## config.mk

```make
export PLATFORM = sky130hd
export DESIGN_NAME = pipe_hazard_ctrl
export DESIGN_NICKNAME = d
export VERILOG_FILES = /design/src/rtl/pipe_hazard_ctrl.sv
export SDC_FILE = /design/constraint.sdc
export NUM_CORES = 1
export LEC_CHECK = 0
export BUFFER_PORTS_ARGS = -buffer_cell sky130_fd_sc_hd__buf_2
export CORE_MARGIN = 2
export CORE_UTILIZATION = 35
export DETAILED_ROUTE_END_ITERATION = 10
export SETUP_SLACK_MARGIN = 0.15
export SYNTH_ARGS = -nofsm -noshare
export SYNTH_HDL_FRONTEND = slang
export SYNTH_SLANG_ARGS = --single-unit
```

## constraint.sdc

```tcl
create_clock -name clk -period 2.09 [get_ports clk]
set_input_delay 0.418 -clock clk [delete_from_list [all_inputs] [get_ports clk]]
set_output_delay 0.418 -clock clk [all_outputs]
set_load 0.1 [all_outputs]
```

## src/rtl/pipe_hazard_ctrl.sv

```systemverilog
// Hazard control for an in-order pipeline: load-use and mult/div
// interlocks, control-transfer flushes and a saturating stall counter.
module pipe_hazard_ctrl #(
  parameter int MULT_CYCLES = 4,
  parameter int DIV_CYCLES  = 32
) (
  input  logic        clk,
  input  logic        rst,
  input  logic [4:0]  Rs_ID,
  input  logic [4:0]  Rt_ID,
  input  logic        uses_rt_ID,
  input  logic        MemRead_EX,
  input  logic [4:0]  Rt_EX,
  input  logic        branch_taken_ID,
  input  logic        jump_ID,
  input  logic        md_start_ID,
  input  logic        md_div_ID,
  input  logic        hilo_read_ID,
  output logic        pc_write,
  output logic        stall_IF_ID,
  output logic        flush_IF_ID,
  output logic        flush_ID_EX,
  output logic        md_busy,
  output logic        md_done,
  output logic [15:0] stall_cnt
);

  localparam int CW = (DIV_CYCLES > 1) ? $clog2(DIV_CYCLES) : 1;

  localparam logic [0:0] S_IDLE    = 1'b0;
  localparam logic [0:0] S_MD_BUSY = 1'b1;

  localparam logic [CW-1:0] MULT_LD = CW'(MULT_CYCLES - 1);
  localparam logic [CW-1:0] DIV_LD  = CW'(DIV_CYCLES - 1);

  logic [0:0]    r_state;
  logic [CW-1:0] r_md_cnt;
  logic [15:0]   r_stall_cnt;

  logic w_md_busy;
  logic w_md_done;
  logic w_md_stall;
  logic w_lu_stall;
  logic w_stall;

  // Reset masks the interlocks so the pipeline sees a clean flush.
  assign w_md_busy  = ~rst & (r_state == S_MD_BUSY);
  assign w_md_done  = w_md_busy & (r_md_cnt == '0);
  assign w_md_stall = w_md_busy & (hilo_read_ID | md_start_ID);
  assign w_lu_stall = MemRead_EX & (Rt_EX != 5'd0) &
                      ((Rt_EX == Rs_ID) |
                       (uses_rt_ID & (Rt_EX == Rt_ID)));
  assign w_stall    = ~rst & (w_md_stall | w_lu_stall);

  assign pc_write    = ~rst & ~w_stall;
  assign stall_IF_ID = w_stall;
  assign flush_ID_EX = rst | w_stall;
  assign flush_IF_ID = rst |
                       (~w_stall & (branch_taken_ID | jump_ID));
  assign md_busy     = w_md_busy;
  assign md_done     = w_md_done;
  assign stall_cnt   = r_stall_cnt;

  // State follows the falling edge used by the pipeline registers.
  always_ff @(negedge clk) begin
    if (rst) begin
      r_state  <= S_IDLE;
      r_md_cnt <= '0;
    end else begin
      unique case (r_state)
        S_IDLE: begin
          if (md_start_ID && !w_stall) begin
            r_state  <= S_MD_BUSY;
            r_md_cnt <= md_div_ID ? DIV_LD : MULT_LD;
          end
        end
        S_MD_BUSY: begin
          if (r_md_cnt == '0) begin
            r_state <= S_IDLE;
          end else begin
            r_md_cnt <= r_md_cnt - 1'b1;
          end
        end
        default: r_state <= S_IDLE;
      endcase
    end
  end

  always_ff @(negedge clk) begin
    if (rst) begin
      r_stall_cnt <= '0;
    end else if (w_stall && (r_stall_cnt != 16'hFFFF)) begin
      r_stall_cnt <= r_stall_cnt + 16'd1;
    end
  end

endmodule

```

==> impl_metrics.toml, run 1 <==
[clock_tree]
cts-root-buf = "clkbuf_8"
numClockSinks = 22
cts_tree = "built"
cts_made_buffers = 3
cts_buffer_depth = 2
clk_pin_slew_ps = 50
cts-htree-levels = 1
clock_latency_ps = 390
cts_hold_buffers = 0

[sta]
setup_viol = 44
slew_violations = 0
relSlewSlack_pct = 55.7
hold_viol = 0
worst_pin_slew_ps = 658
finClkSkew_ps = 47.7
setup_ws_ps = -1170
rsz0062_at_grt = "yes"

[layout]
syn2layout_area_growth_pct = 133
drive_gt1_share_pct = 63.7
stdcell_area_um2 = 3110
num-nets-final = 317
n_antenna_cell = 0

[worst_setup_path]
cp_max_fo = 2
critPathKind = "reg2out"
worst_ep_arrival_time_ps = 2840
startpoint = "r_md_cnt[1]"
cp-start-kind = "register"
slowest_delay_ps = 480
crit_path_end_kind = "primary output"
critPathTopFamily = "simple AND/OR/NAND/NOR gates"
required_ps = 1670
crit_slowest_cell = "or4b_4"
path_buf_inv = 2
r2r_start = "stall_cnt[0]"
path_cells = "inv_2 > ha_4 > or4b_4 > nor3_4 > buf_12"

[power]
switchingPower_uw = 600
p_int_uw = 870
power.density_nw_per_um2 = 473
power_frac_comb_pct = 35.9
power_mw = 1.47
vdd_drop_max_v = 0.000371
leakage_nw = 1.32
seqPwrFrac_pct = 29.4
clkPwrFrac_pct = 34.6
swShare_pct = 40.8

[route]
drt-pass1-iter-count = 4
drt_iter0_drc = 136
via_per_inst = 5.71
drtAntennaViolNets = 0
num_vias = 1923
route.detailed.drc = 0
routed_wl_um = 6600
routedWlPerCell_um = 19.6

[floorplan]
die_h_um = 65.7
core-area_um2 = 3660
dieArea_um2 = 4310
io_pins = 46
initial_core_util_pct = 36.4
row_count = 22
die_w_um = 65.7

[worst_hold_path]
hp-class = "reg2reg"
holdCritStartpoint = "r_md_cnt[3]"

[place]
io_buffers = 45
placed_cell_area_um2 = 2250
pre_cts_ws_ps = -1070
dpl.hpwl_um = 3140
place_congestion = 0.796

[yosys]
avgSynthCellArea_um2 = 8.12
synthesis.instances = 164
syn_nets = 191
ys.flop_type = "dfxtp_1"
netlist_area_um2 = 1330
synth_edf_count = 0
async_reset_ff_share_pct = 0
yosys_warnings = 0
ys_seq_area_share_pct = 33.1
ys_types = 46
synth-seq-cells = 22

[run_status]
violations = "negative setup slack"
status = "finished, violations left"

[job]
cap_violations = 0

[grt]
grt_max_degree = 22
grt_pass1_wl_um = 9250
grt_pass1_vias = 1971
antenna_found_initial = 0
grt_overflow = 0
grt.total_usage_pct = 27.8
-- state kept, by name (all words and copies together) (netlist names) --
register,count
r_md_cnt,5
stall_cnt,16
r_state,1
-- synthesized netlist by cell type, types with 2 or more instances --
| library cell | instances | area, um2 |
|---|---|---|
| nor3_1 | 4 | 20.0 |
| o21ai_2 | 2 | 17.5 |
| and3_1 | 4 | 25.0 |
| ha_1 | 3 | 37.5 |
| o21bai_1 | 2 | 15.0 |
| a21oi_1 | 15 | 75.1 |
| nand4_1 | 4 | 25.0 |
| inv_1 | 10 | 37.5 |
| o21ai_0 | 9 | 45.0 |
| nand3_1 | 10 | 50.1 |
| nand2_1 | 10 | 37.5 |
| or4_1 | 5 | 37.5 |
| nand2b_1 | 2 | 12.5 |
| xnor2_1 | 10 | 87.6 |
| o31ai_1 | 5 | 37.5 |
| nor2_1 | 10 | 37.5 |
| dfxtp_1 | 22 | 440 |
| clkbuf_1 | 2 | 7.51 |
| o41ai_1 | 2 | 17.5 |
| nor4_1 | 3 | 18.8 |
| or4b_1 | 2 | 20.0 |
| or3_1 | 4 | 25.0 |
-- timing repair --
action,4_1_cts,5_1_grt
gates resized for setup,58,33
buffers inserted,18,9
pin swaps,31,16
gates cloned,4,0
setup endpoints to repair,44,44
-- power by group through the flow --
stage / clock, mW / combinational [mW] / sequential, mW
after floorplan: 0.0666 / 0.193 / 0.443
after global placement: 0.0666 / 0.353 / 0.434
after detailed placement: 0.0666 / 0.368 / 0.435
after CTS: 0.482 / 0.456 / 0.429
after global routing: 0.557 / 0.552 / 0.432
final: 0.509 / 0.528 / 0.433
-- path summary, 6_finish.rpt --
| check | endpoint | slack [ps] | cells past startpoint |
|---|---|---|---|
| worst max-delay path | md_done | -1170 | 5 |
| worst min-delay path | r_md_cnt[3] | 520 | 2 |
| worst max register to register | stall_cnt[9] | -240 | 9 |
| worst min register to register | r_md_cnt[3] | 520 | 2 |
-- worst min-delay path, delay by kind of cell, from the launching register on --
family | cells | cell delay [ps]
AO/OA/AOI/OAI | 2 | 140
flip-flops | 1 | 330
-- stage by stage --
| step | setup TNS, ps | hold WS, ps | cells | util [%] |
|---|---|---|---|---|
| after floorplan | -27760 | 470 | 164 | - |
| after global placement | -23140 | 481 | 281 | 61.5 |
| after detailed placement | -24500 | 483 | 281 | 61.5 |
| after CTS | -21790 | 522 | 328 | 78.1 |
| after global routing | -25330 | 545 | 337 | 84.8 |
| final | -24230 | 522 | 337 | 84.8 |
-- cell usage in the layout (no fill, tap or decap), types with 3 or more instances in the layout --
| master | count |
|---|---|
| buf_12 | 24 |
| a21oi_1 | 11 |
| inv_1 | 28 |
| dfxtp_1 | 3 |
| and3_1 | 3 |
| nand2_1 | 8 |
| nor2_1 | 9 |
| xnor2_2 | 7 |
| a21oi_2 | 3 |
| xnor2_4 | 3 |
| nand3_1 | 6 |
| o21ai_1 | 4 |
| o21ai_2 | 4 |
| buf_2 | 13 |
| or3_1 | 4 |
| nand4_1 | 4 |
| buf_4 | 45 |
| o31ai_1 | 3 |
| clkbuf_8 | 3 |
| dfxtp_4 | 16 |
| dfxtp_2 | 3 |
| or4_4 | 4 |
| buf_6 | 17 |
-- cells by family after synthesis --
group	Yosys count	synth area share [%]
compound gates	47	23.5
xor+xnor	11	7.24
fa+ha+maj	3	2.82
buf+inv	14	4.79
flops	22	33.1
mux	1	0.752
simple gates	66	27.8
-- per-layer routing --
| layer | up-vias | part of all wire (%) | track usage [%] |
|---|---|---|---|
| met5 | - | 0 | 0 |
| met4 | 0 | 4.4 | 10.7 |
| met3 | 32 | 5.9 | 6.68 |
| met2 | 102 | 55 | 53.7 |
| met1 | 921 | 34 | 28.2 |
| li1 | 868 | - | - |
-- final cells by class --
class / count / area, um2
multi-input cells: 129 / 1210
repair buffers: 103 / 1160
fillers: 181 / 556
flip-flops and latches: 22 / 504
clock inverters: 23 / 88.8
well taps: 48 / 60.1
clock buffers: 3 / 41.3
inverters: 9 / 37.5
Note: power is estimated with default switching activity, not from simulation.
==> run 2: changes to the inputs <==
CELL_PAD_IN_SITES_DETAIL_PLACEMENT = 1   (was unset)
CELL_PAD_IN_SITES_GLOBAL_PLACEMENT = 1   (was unset)
CORE_UTILIZATION = 32   (was 35)
PLACE_DENSITY_LB_ADDON = 0.1   (was unset)
clock period = 2.65 ns   (was 2.09 ns; I/O delays follow)
==> impl_metrics.toml, run 2 (synthesis results as in run 1) <==
[run_status]
status = "finished, violations left"
violations = "negative setup slack"

[power]
power_frac_comb_pct = 33.7
switchingPower_uw = 574
seqPwrFrac_pct = 27.6
leakage_nw = 1.26
vdd_drop_max_v = 0.000337
clkPwrFrac_pct = 38.7
power_mw = 1.24
power.density_nw_per_um2 = 423
swShare_pct = 46.2
p_int_uw = 669

[route]
route.detailed.drc = 0
routed_wl_um = 9140
drtAntennaViolNets = 0
drt_iter0_drc = 174
num_vias = 2049
drt-pass1-iter-count = 4
routedWlPerCell_um = 26.8
via_per_inst = 6.01

[worst_setup_path]
startpoint = "r_md_cnt[1]"
crit_path_end = "md_done"
timing.rr.end = "r_md_cnt[2]"
critPathKind = "reg2out"
r2r_start = "r_md_cnt[1]"
crit_path_end_kind = "primary output"
ff2ff_path_depth = 9
cp-start-kind = "register"
rrSetupSlack_ps = 60
required_ps = 2120
worst_ep_arrival_time_ps = 3210
cp_max_fo = 2

[grt]
use_met1_pct = 35.2
grt_pass1_vias = 2206
grt.total_usage_pct = 33.9
busiest_layer = "met2"
grt_overflow = 0
antenna_found_initial = 0
grt_max_degree = 22
use_met3_pct = 9.74
grt_pass1_wl_um = 11400
grt_use_met2_pct = 62.7

[worst_hold_path]
hp-class = "reg2reg"

[clock_tree]
cts_buffer_depth = 2
cts-htree-levels = 1
cts-root-buf = "clkbuf_8"
clk_pin_slew_ps = 100
numClockSinks = 22
cts_made_buffers = 3
clock_latency_ps = 410
cts_tree = "built"
cts_hold_buffers = 0

[floorplan]
die_h_um = 68.5
dieArea_um2 = 4690
io_pins = 46
row_count = 23
initial_core_util_pct = 33.3
core-area_um2 = 4000
die_w_um = 68.5

[layout]
final_util_pct = 73.5
largest_reg_flops = 16
final_cell_mix = "buf_4, inv_1, buf_12"
final_common_cell = "buf_4"
syn2layout_area_growth_pct = 121
fill_cells = 405
num-nets-final = 319
n_antenna_cell = 0
drive_gt1_share_pct = 59.1

[place]
io_buffers = 45
place_congestion = 0.755
dpl.hpwl_um = 3570
pre_cts_ws_ps = -949

[sta]
slew_violations = 0
finalSetupTns_ps = -18790
setup_viol = 44
setup_ws_ps = -1090
worst_pin_slew_ps = 485
finClkSkew_ps = 61.2
relSlewSlack_pct = 67.4
hold_viol = 0
rsz0062_at_grt = "yes"

[job]
cap_violations = 0
## run 2: changes by cell type in the layout (fill, tap and decap cells not counted), sizes merged
cell   previous run  this run
nand2            11        12
buf             103       104
## run 2: metrics by stage
step	hold WS (ps)	instance area (um2)	instances
after floorplan	470	1450	164
after global placement	476	2250	281
after detailed placement	482	2250	281
after CTS	540	2840	334
after global routing	621	2940	341
final	611	2940	341
## run 2: how the worst min path moves through the flow
stage,startpoint,to,slack (ps),cells past startpoint
floorplan,r_md_cnt[4],r_md_cnt[4],470,2
global placement,stall_cnt[4],stall_cnt[4],480,1
detailed placement,stall_cnt[2],stall_cnt[2],480,1
CTS,stall_cnt[15],stall_cnt[15],540,2
global route,r_md_cnt[0],r_md_cnt[1],620,3
finish,r_md_cnt[0],r_md_cnt[1],610,3
## run 2: what timing repair did
| action | in CTS | in global routing |
|---|---|---|
| gates resized for setup | 51 | 10 |
| cloned | 2 | 0 |
| buffers inserted | 26 | 7 |
| hold endpoints to repair | 0 | 0 |
| setup endpoints to repair | 44 | 44 |
| pin swaps | 26 | 10 |
## run 2: metal layers
| layer | wire length [um] | part of all wire (%) |
|---|---|---|
| met1 | 3330 | 36 |
| met2 | 4510 | 49 |
| met3 | 680 | 7.4 |
| met4 | 610 | 6.7 |
| met5 | 0 | 0 |
## run 2: final cells by class
class                           count  area (um2)  area share [%]
Multi-Input combinational cell    130        1130            38.4
Timing Repair Buffer              104        1080            36.7
Sequential cell                    22         502            17.1
Clock inverter                     23        88.8            3.02
Tap cell                           50        62.6            2.13
Clock buffer                        3        41.3            1.40
Inverter                            9        37.5            1.28
## run 2: power groups by stage
stage | logic [mW] | registers (mW) | clock network (mW)
CTS | 0.366 | 0.340 | 0.402
global placement | 0.280 | 0.343 | 0.0526
global route | 0.431 | 0.343 | 0.508
finish | 0.419 | 0.343 | 0.481
detailed placement | 0.290 | 0.344 | 0.0526
floorplan | 0.152 | 0.350 | 0.0526
## run 2: worst max-delay path, cell delays in order (launching register included)
cell and delay (ps):
dfxtp_2 360, inv_2 110, ha_4 130, or4b_4 490
nor3_4 170, buf_12 200
==> run 3: changes to the inputs <==
CAP_MARGIN = 5   (was unset)
CORE_UTILIZATION = 35   (was 32)
clock period = 4.6 ns   (was 2.65 ns; I/O delays follow)
==> impl_metrics.toml, run 3 (synthesis results as in run 1) <==
[floorplan]
die_w_um = 65.7
dieArea_um2 = 4310
io_pins = 46
core-area_um2 = 3660
initial_core_util_pct = 36.4
row_count = 22
die_h_um = 65.7

[route]
routedWlPerCell_um = 25.8
drt-pass1-iter-count = 4
route.detailed.drc = 0
drtAntennaViolNets = 0
num_vias = 1917
routed_wl_um = 8260
via_per_inst = 5.99
drt_iter0_drc = 157

[run_status]
status = "finished, violations left"
violations = "negative setup slack"

[power]
leakage_nw = 1.14
vdd_drop_max_v = 0.000251
power.density_nw_per_um2 = 271
seqPwrFrac_pct = 28.6
switchingPower_uw = 324
swShare_pct = 44.8
clkPwrFrac_pct = 37.3
power_uw = 722
p_int_uw = 398
power_frac_comb_pct = 34.1

[sta]
worst_pin_slew_ps = 802
hold_viol = 0
hold-worst-slack_ps = 534
setup_viol = 22
slew_violations = 0
rsz0062_at_grt = "yes"
finalSetupTns_ps = -1720
setup_ws_ps = -443
finClkSkew_ps = 62.0
relSlewSlack_pct = 46.0

[grt]
antenna_found_initial = 0
grt_pass1_vias = 2015
grt_overflow = 0
grt_pass1_wl_um = 9730
grt_max_degree = 22
grt.total_usage_pct = 29.5

[layout]
fill_cells = 381
final_cell_mix = "buf_4, inv_1, dfxtp_1"
n_antenna_cell = 0
final_common_cell = "buf_4"
num-nets-final = 300
syn2layout_area_growth_pct = 100
largest_reg_flops = 16
drive_gt1_share_pct = 57.7

[clock_tree]
clock_latency_ps = 410
cts_buffer_depth = 2
numClockSinks = 22
cts_hold_buffers = 0
cts_made_buffers = 3
cts-root-buf = "clkbuf_8"
clk_pin_slew_ps = 80
cts-htree-levels = 1
cts_tree = "built"

[worst_setup_path]
required_ps = 3680
cp-start-kind = "register"
cp_max_fo = 2
worst_ep_arrival_time_ps = 4120
crit_path_end_kind = "primary output"
critPathKind = "reg2out"

[worst_hold_path]
hp-class = "reg2reg"

[place]
dpl.hpwl_um = 3170
place_congestion = 0.739
io_buffers = 45
pre_cts_ws_ps = -372

[job]
cap_violations = 0
==> run 3: through the flow <==
step / cells / utilization, % / cell area, um2
finish: 320 / 72.9 / 2670
floorplan: 164 / - / 1400
global placement: 270 / 50.6 / 1850
CTS: 309 / 65.4 / 2390
global route: 320 / 72.9 / 2670
detailed placement: 270 / 50.6 / 1850
==> run 3: final timing paths <==
path / startpoint / to / slack [ps] / cells after the start
setup reg to reg: stall_cnt[7] / stall_cnt[0] / 1880 / 8
hold / removal: stall_cnt[13] / stall_cnt[13] / 530 / 2
hold reg to reg: stall_cnt[13] / stall_cnt[13] / 530 / 2
setup / recovery: r_md_cnt[1] / md_done / -440 / 5
==> run 3: final cells by class <==
type | count | area (um2) | share of cell area [%]
flip-flops and latches | 22 | 444 | 16.6
well taps | 48 | 60.1 | 2.25
inverters | 9 | 37.5 | 1.41
repair buffers | 85 | 756 | 28.3
multi-input cells | 130 | 1240 | 46.5
clock inverters | 23 | 88.8 | 3.33
clock buffers | 3 | 41.3 | 1.55
==> run 3: routing by layer <==
metal | global-route usage [%] | vias to the layer above | routed length (um)
li1 | - | 832 | -
met1 | 30.2 | 935 | 2860
met2 | 53.3 | 112 | 4500
met3 | 8.39 | 38 | 522
met4 | 16.1 | 0 | 384
met5 | 0 | - | 0
==> run 3: repair_timing <==
item | 4_1_cts | 5_1_grt
buffers inserted | 11 | 11
cloned | 3 | 0
pin swaps | 29 | 16
setup endpoints to repair | 28 | 35
resized for setup | 67 | 44
==> run 3: power by group through the flow <==
| stage | Clock (mW) | Sequential (mW) | Combinational (mW) |
|---|---|---|---|
| 2_1_floorplan | 0.0306 | 0.210 | 0.0876 |
| 3_3_place_gp | 0.0306 | 0.208 | 0.144 |
| 3_5_place_dp | 0.0306 | 0.208 | 0.149 |
| 4_1_cts | 0.226 | 0.205 | 0.198 |
| 5_1_grt | 0.291 | 0.207 | 0.255 |
| 6_report | 0.269 | 0.207 | 0.246 |
==> run 3: critical path, stage by stage, from the launching register on <==
cell and delay (ps):
dfxtp_2 330, inv_2 100, ha_4 130, or4b_4 490
nor3_4 180, buf_12 200
